$ cat src/rtl/usb_utm_rx.sv
// Full-speed USB UTM receiver: pin sync, bit recovery, NRZI decode, SYNC/unstuff/byte/EOP.
// Define USB_UTM_RX_STUFF_ERR_EN to flag a 1 in a stuff position as a receive error.
module usb_utm_rx #(
   parameter int SYNC_STAGES    = 2,
   parameter int STUFF_BITS_N   = 6,
   parameter int SYNC_TIMEOUT   = 16,
   parameter int SE0_RESET_BITS = 8
) (
   input  logic       clk,
   input  logic       rst,
   input  logic       dp_rx,
   input  logic       dn_rx,
   input  logic       tx_oen,
   output logic [1:0] line_state,
   output logic       rx_active,
   output logic       rx_valid,
   output logic       rx_error,
   output logic [7:0] data_out
);

   localparam int OW = $clog2(STUFF_BITS_N + 1);
   localparam int CW = 8;
   localparam logic [OW-1:0] STUFF_POS = OW'(STUFF_BITS_N);
   localparam logic [CW-1:0] SYNC_LAST = CW'(SYNC_TIMEOUT - 1);
   localparam logic [CW-1:0] SE0_LAST  = CW'(SE0_RESET_BITS - 1);
   localparam logic [CW-1:0] J_LAST    = CW'(7);

   typedef enum logic [2:0] {IDLE_S, SYNC_S, DATA_S, EOP_S, ERR_S} state_t;

   state_t                 state_reg, state_next;
   logic [SYNC_STAGES-1:0] dp_sync_reg, dn_sync_reg;
   logic [1:0]             line_state_reg;
   logic [1:0]             phase_reg;
   logic                   prev_reg;
   logic [6:0]             shift_reg, shift_next;
   logic [2:0]             bit_reg, bit_next;
   logic [OW-1:0]          ones_reg, ones_next;
   logic [1:0]             zero_reg, zero_next;
   logic [CW-1:0]          cnt_reg, cnt_next;
   logic                   se0_seen_reg, se0_seen_next;
   logic [7:0]             data_reg, data_next;
   logic                   valid_reg, valid_next;
   logic                   error_reg, error_next;

   logic dp_s, dn_s, smp_dp, smp_dn, strobe;
   logic smp_se0, smp_se1, smp_jk, smp_k, dbit, stuff_pos;

   assign dp_s      = dp_sync_reg[SYNC_STAGES-1];
   assign dn_s      = dn_sync_reg[SYNC_STAGES-1];
   assign smp_dp    = line_state_reg[0];
   assign smp_dn    = line_state_reg[1];
   assign strobe    = (phase_reg == 2'd2);
   assign smp_se0   = strobe && !smp_dp && !smp_dn;
   assign smp_se1   = strobe && smp_dp && smp_dn;
   assign smp_jk    = strobe && (smp_dp ^ smp_dn);
   assign smp_k     = smp_jk && !smp_dp;
   assign dbit      = (smp_dp == prev_reg);
   assign stuff_pos = (ones_reg == STUFF_POS);

   assign line_state = line_state_reg;
   assign rx_valid   = valid_reg;
   assign rx_error   = error_reg;
   assign data_out   = data_reg;

   // The phase counter restarts when the fully synchronised dp differs from its
   // delayed copy, so the sample lands two clocks into each bit of line_state_reg.
   always_ff @(posedge clk or posedge rst) begin
      if (rst) begin
         dp_sync_reg    <= '1;
         dn_sync_reg    <= '0;
         line_state_reg <= 2'b01;
         phase_reg      <= 2'd0;
      end else begin
         dp_sync_reg    <= {dp_sync_reg[SYNC_STAGES-2:0], dp_rx};
         dn_sync_reg    <= {dn_sync_reg[SYNC_STAGES-2:0], dn_rx};
         line_state_reg <= {dn_s, dp_s};
         phase_reg      <= (dp_s != line_state_reg[0]) ? 2'd0 : phase_reg + 2'd1;
      end
   end

   always_ff @(posedge clk or posedge rst) begin
      if (rst) state_reg <= IDLE_S;
      else     state_reg <= state_next;
   end

   always_comb begin
      state_next = state_reg;
      if (tx_oen) begin
         state_next = IDLE_S;
      end else begin
         case (state_reg)
            IDLE_S: if (smp_k) state_next = SYNC_S;
            SYNC_S: begin
               if (smp_se0 || smp_se1)
                  state_next = IDLE_S;
               else if (smp_jk) begin
                  if (dbit)
                     state_next = (zero_reg == 2'd3) ? DATA_S : IDLE_S;
                  else if (cnt_reg >= SYNC_LAST)
                     state_next = IDLE_S;
               end
            end
            DATA_S: begin
               if (smp_se1)
                  state_next = ERR_S;
               else if (smp_se0)
                  state_next = EOP_S;
`ifdef USB_UTM_RX_STUFF_ERR_EN
               else if (smp_jk && stuff_pos && dbit)
                  state_next = ERR_S;
`endif
            end
            EOP_S: begin
               if (smp_jk && smp_dp)
                  state_next = IDLE_S;
               else if (smp_se0 && cnt_reg >= SE0_LAST)
                  state_next = IDLE_S;
            end
            ERR_S: if (smp_jk && smp_dp && (se0_seen_reg || cnt_reg >= J_LAST)) state_next = IDLE_S;
            default: state_next = IDLE_S;
         endcase
      end
   end

   always_comb begin
      rx_active     = (state_reg == DATA_S) || (state_reg == EOP_S) || (state_reg == ERR_S);
      shift_next    = shift_reg;
      bit_next      = bit_reg;
      ones_next     = ones_reg;
      zero_next     = zero_reg;
      cnt_next      = cnt_reg;
      se0_seen_next = se0_seen_reg;
      data_next     = data_reg;
      valid_next    = 1'b0;
      error_next    = 1'b0;
      if (!tx_oen) begin
         case (state_reg)
            IDLE_S: begin
               if (smp_k) begin
                  zero_next = 2'd1;
                  cnt_next  = CW'(1);
               end
            end
            SYNC_S: begin
               if (smp_jk) begin
                  if (dbit) begin
                     bit_next  = 3'd0;
                     ones_next = '0;
                  end else begin
                     zero_next = (zero_reg == 2'd3) ? 2'd3 : zero_reg + 2'd1;
                     cnt_next  = cnt_reg + CW'(1);
                  end
               end
            end
            DATA_S: begin
               cnt_next      = '0;
               se0_seen_next = 1'b0;
               if (smp_se1) begin
                  error_next = 1'b1;
               end else if (smp_se0) begin
                  error_next = (bit_reg != 3'd0);
                  cnt_next   = CW'(1);
               end else if (smp_jk) begin
                  if (stuff_pos) begin
                     ones_next = '0;
`ifdef USB_UTM_RX_STUFF_ERR_EN
                     if (dbit) error_next = 1'b1;
`endif
                  end else begin
                     shift_next = {dbit, shift_reg[6:1]};
                     ones_next  = dbit ? ones_reg + OW'(1) : '0;
                     bit_next   = bit_reg + 3'd1;
                     if (bit_reg == 3'd7) begin
                        data_next  = {dbit, shift_reg};
                        valid_next = 1'b1;
                     end
                  end
               end
            end
            EOP_S: if (smp_se0) cnt_next = cnt_reg + CW'(1);
            ERR_S: begin
               // Counts consecutive J samples; an SE0 arms the J-after-SE0 exit.
               if (smp_jk && smp_dp) begin
                  cnt_next = cnt_reg + CW'(1);
               end else if (smp_se0) begin
                  cnt_next      = '0;
                  se0_seen_next = 1'b1;
               end else if (strobe) begin
                  cnt_next      = '0;
                  se0_seen_next = 1'b0;
               end
            end
            default: ;
         endcase
      end
   end

   always_ff @(posedge clk or posedge rst) begin
      if (rst) begin
         prev_reg     <= 1'b1;
         shift_reg    <= '0;
         bit_reg      <= '0;
         ones_reg     <= '0;
         zero_reg     <= '0;
         cnt_reg      <= '0;
         se0_seen_reg <= 1'b0;
         data_reg     <= '0;
         valid_reg    <= 1'b0;
         error_reg    <= 1'b0;
      end else begin
         if (state_next == IDLE_S) prev_reg <= 1'b1;
         else if (smp_jk)          prev_reg <= smp_dp;
         shift_reg    <= shift_next;
         bit_reg      <= bit_next;
         ones_reg     <= ones_next;
         zero_reg     <= zero_next;
         cnt_reg      <= cnt_next;
         se0_seen_reg <= se0_seen_next;
         data_reg     <= data_next;
         valid_reg    <= valid_next;
         error_reg    <= error_next;
      end
   end

endmodule

$ cat config.mk
export PLATFORM = sky130hd
export DESIGN_NAME = usb_utm_rx
export DESIGN_NICKNAME = d
export VERILOG_FILES = /design/src/rtl/usb_utm_rx.sv
export SDC_FILE = /design/constraint.sdc
export NUM_CORES = 1
export LEC_CHECK = 0
export BUFFER_PORTS_ARGS = -buffer_cell sky130_fd_sc_hd__clkbuf_2
export CORE_MARGIN = 5
export CORE_UTILIZATION = 40
export DETAILED_ROUTE_END_ITERATION = 6
export GPL_TIMING_DRIVEN = 1
export HOLD_SLACK_MARGIN = 0.06
export SLEW_MARGIN = 10
export SYNTH_ARGS = -nofsm -noshare
export SYNTH_HDL_FRONTEND = slang
export SYNTH_SLANG_ARGS = --single-unit
$ cat constraint.sdc
create_clock -name clk -period 2.09 [get_ports clk]
set_input_delay 0.209 -clock clk [delete_from_list [all_inputs] [get_ports clk]]
set_output_delay 0.209 -clock clk [all_outputs]
set_load 0.005 [all_outputs]
Word-level counts from Yosys, hierarchy flattened. Cells that the tools add are included.

Register bits after elaboration: 46. Logic and storage cells: 138. Output and inout port bits: 13.

Reductions and logical operators: 30. Mux-type cells: 59. Bitwise operators: 5. Order comparisons: 2. $add $sub $neg: 5. Equality and inequality tests: 22.

Operators with widths (number): two-way mux 3 bit (22); two-way mux 8 bit (7); one-hot mux 8 bit (5 select lines) (1); AND reduction 7 bit (3); inequality test 2 bit (second input constant) (10); two-way mux 1 bit (18); one-hot mux 3 bit (5 select lines) (1); two-way mux 2 bit (6); one-hot mux 3 bit (2 select lines) (2); equality test 3 bit (second input constant) (3); logical AND 1 bit (9); adder 8 x 1 -> 8 bit (second input constant) (1); >= comparator 8 x 3 -> 1 bit (second input constant) (1); >= comparator 8 x 4 -> 1 bit (second input constant) (1); AND reduction 8 bit (1); nonzero test 2 bit (4); adder 3 x 1 -> 3 bit (second input constant) (2); equality test 3 x 2 -> 1 bit (second input constant) (2); logical NOT 3 bit (2); AND reduction 6 bit (1); AND reduction 5 bit (1); nonzero test 5 bit (1); adder 2 x 1 -> 2 bit (second input constant) (2); equality test 2 bit (second input constant) (2); other kinds (13) (20).

Logic depth before layout (Yosys ltp).
Word-level depth: 10. Mapped depth: 9. Mapped depth without buffers: 7.

Worst setup path before layout. No wires, ideal clock.

Kind: reg2reg. Start: register phase_reg[0]. End: register cnt_reg[7]. Path buffers: 1. Stages on the path, launching flop included: 9. Setup slack: 10 ps. Arrival time: 1976 ps. Period minus slack after synthesis: 2080 ps. Library setup time: 104 ps. Cell sequence: dfrtp_1 -> inv_1 -> ha_1 -> or3b_4 -> nand3_2 -> nand3_4 -> or3_1 -> buf_4 -> o41ai_2.

Longest elaborated chain between the ends: 6. Elaborated cells on any way between the ends: 14.

Ends and longest elaborated chain: start: declaration (line 33) `logic [1:0] phase_reg;`; start signal: assignment (line 77) `phase_reg <= (dp_s != line_state_reg[0]) ? 2'd0 : phase_reg + 2'd1;`; equality test 2 bit * (line 52) `assign strobe = (phase_reg == 2'd2);`; logical AND 1 bit (2 in series) (line 53) `assign smp_se0 = strobe && !smp_dp && !smp_dn;`; two-way mux 8 bit (line 185) `end else if (smp_se0) begin`; two-way mux 8 bit (line 183) `if (smp_jk && smp_dp) begin`; one-hot mux 8 bit (5 select lines) (line 137) `case (state_reg)`; end signal: assignment (line 217) `cnt_reg <= cnt_next;`; end: declaration (line 39) `logic [CW-1:0] cnt_reg, cnt_next;`.

Mark *: on every way between the ends. The rest lies on a longest branch, timed or not. A chain may end at the register's enable or synchronous reset.

Worst setup path in the final report.
Start: register state_reg[1]. End: register cnt_reg[0].

Longest elaborated chain between the ends: 3. Elaborated cells on any way between the ends: 13.

Ends and longest elaborated chain: start: declaration (line 30) `state_t state_reg, state_next;`; start signal: assignment (line 83) `else state_reg <= state_next;`; equality test 3 bit (tied with other cells) (line 137); inequality test 4 bit (no source line) (tied with other cells); AND reduction 7 bit (no source line).

Parallel ways exist; a longest one is shown, timed or not.

==> impl_metrics.py <==
metrics = {
    "timing": {
        "drv_slew": 0,
        "timing.fmax_ghz": 0.506,
        "setup-violations-final": 0,
        "finalHoldViolations": 0,
        "final.period_utilization_pct": 94.6,
        "skew_ns": 0.00701,
        "tightest_slew_ns": 0.495,
        "max_slew_margin_pct": 67.0,
        "min_period_ns": 1.98,
        "rsz0062_at_grt": "false",
        "fin_setup_tns_ns": 0,
    },
    "detailed_routing": {
        "ant_nets": 0,
        "post_drt_wl_per_cell_microns": 13.7,
        "finalWirelength_microns": 4600,
        "drt_pre_antenna_iters": 4,
        "dr_total_vias": 1733,
        "vias_per_cell": 5.17,
        "drt_iter0_markers": 88,
        "drc": 0,
    },
    "cts": {
        "clk_pin_slew_ns": 0.09,
        "worstSkewPairLatency_ns": 0.30,
        "cts_buffers": 5,
        "cts_max_path_buffers": 2,
        "cts_max_level": 2,
        "cts.sinks": 46,
        "cts_tree": "done",
        "cts-root-buf": "clkbuf_8",
        "cts_setup_buffers": 0,
    },
    "finish": {
        "final_cell_mix": "dfrtp_1 (41), nand2_1 (28), buf_4 (18)",
        "nNetsFinal": 274,
        "regArea_sq_mm": 0.00116,
        "final_core_util_pct": 49.7,
        "final_common_cell": "dfrtp_1",
        "fillers": 521,
        "multi_input_area_sq_mm": 0.00110,
        "drive_gt1_share_pct": 28.9,
        "synthToLayoutAreaGrowth_pct": 19.5,
        "antenna_cells": 0,
    },
    "logic_synthesis": {
        "synth_edf_count": 0,
        "syn-cell-area_sq_mm": 0.00232,
        "ys_warn_count": 0,
        "ys_seq_area_share_pct": 49.9,
        "ys_types": 56,
        "syn_area_per_cell_sq_um": 10.4,
        "synth-main-ff-cell": "dfrtp_1",
        "yosysTopAreaCellShare_pct": 45.3,
        "yosysTopAreaCell": "dfrtp_1",
        "netlist_instances": 224,
        "ys_ff_latch": 46,
        "synthTopCellsByArea": "dfrtp_1 (45%), nand2_1 (4.7%), dfstp_2 (4.5%), mux2_2 (4.4%), o31ai_1 (3.9%)",
        "mappedNetlistNets": 236,
        "async_reset_ff_share_pct": 100,
    },
    "floorplan": {
        "dieArea_sq_mm": 0.00742,
        "start_util_pct": 41.6,
        "ios": 18,
        "chipHeight_microns": 86.1,
        "rows": 27,
        "core-area_sq_mm": 0.00557,
        "die_x_microns": 86.1,
    },
    "global_routing": {
        "antenna_found_initial": 0,
        "grt_max_degree": 27,
        "grt.overflow.total": 0,
        "grt_pass1_wl_microns": 7960,
        "grt_use_total_pct": 13.5,
        "grt_pass1_vias": 1692,
    },
    "worst_setup_path": {
        "arrival_ns": 2.17,
        "cp_max_fo": 6,
        "cp-start-kind": "flip-flop",
        "required_ns": 2.28,
        "critical_path_class": "reg2reg",
        "end_kind": "flip-flop",
    },
    "placement": {
        "gp_routability_congestion": 0.809,
        "port_buffers": 17,
        "post-dp-hpwl_microns": 3280,
    },
    "power": {
        "peakVddDrop_v": 0.000430,
        "powerDensity_mw_per_mm2": 691,
        "p_leak_uw": 0.00133,
    },
    "job": {
        "drv_cap": 0,
    },
    "status": {
        "outcome": "complete, no violations",
    },
    "min_path": {
        "hp-class": "in2reg",
    },
}
==> final timing paths <==
path / start / to / slack (ns) / cells after the start
max in group asynchronous: rst / dp_sync_reg[0] / 1.04 / 4
min reg2reg: dn_sync_reg[1] / line_state[1] / 0.35 / 0
max reg2reg: state_reg[1] / cnt_reg[0] / 0.11 / 5
min: tx_oen / state_reg[1] / 0.31 / 2
min in group asynchronous: rst / zero_reg[0] / 0.46 / 3
max: state_reg[1] / cnt_reg[0] / 0.11 / 5
==> synth_stat cells, types with 3 or more instances <==
cell	count
o31ai_1	12
nor2_1	15
and3_1	4
a21oi_1	7
nand3_1	7
buf_2	3
nand2_1	29
nand2b_1	4
a22o_1	3
ha_1	7
dfstp_2	4
o21ai_0	8
nor3b_1	4
mux2_2	9
xor2_1	3
dfrtp_1	42
or3_1	3
inv_1	12
==> metal layers <==
metal	up-vias	GRT usage, %	part of all wire [%]
li1	868	-	-
met1	840	18.8	50
met2	21	20.7	46
met3	4	3.94	3.0
met4	0	3.45	1.1
met5	-	0	0
==> worst max-delay path, stage by stage (launching register included) <==
cell,delay (ns)
dfrtp_1,0.43
or4b_1,0.52
a22o_1,0.26
a211oi_4,0.28
nor2_2,0.08
mux2_4,0.29
==> cell type report <==
class | instances | share of cell area, %
clock buffer | 6 | 2.62
clock inverter | 2 | 1.35
inverter | 12 | 1.63
multi-input combinational | 158 | 39.6
sequential | 46 | 41.8
tap | 72 | 3.25
timing repair buffer | 39 | 9.75
==> through the flow <==
step	power, uW	std cells	instance area, sq um	hold slack, ns	setup slack [ns]
finish	1910	335	2770	0.314	0.114
global route	2010	335	2770	0.302	0.0127
floorplan	1170	224	2320	0.213	0.0104
detailed placement	1260	324	2600	0.262	0.00298
CTS	1930	335	2750	0.296	0.0211
global placement	1260	324	2600	0.251	0.0440
==> report_power, final <==
part,internal (uW),switching (uW)
registers,932,38.3
logic,130,152
clock network,357,306
total,1420,496
==> logic make-up after synthesis <==
kind of cell,after synthesis,synth area share [%]
AO/OA/AOI/OAI,50,15.9
AND/OR/NAND/NOR,86,19.6
XOR/XNOR,4,1.51
flip-flops,46,49.9
buffers and inverters,20,3.89
adder cells (fa/ha/maj),7,3.78
multiplexers,11,5.45
==> repair_timing <==
item,CTS,global route
setup endpoints to repair,1,12
hold buffers,3,0
pin swaps,0,2
endpoints found under the hold margin,21,0
resized for setup,1,6
cloned,0,0
(Power assumes the default switching activity.)
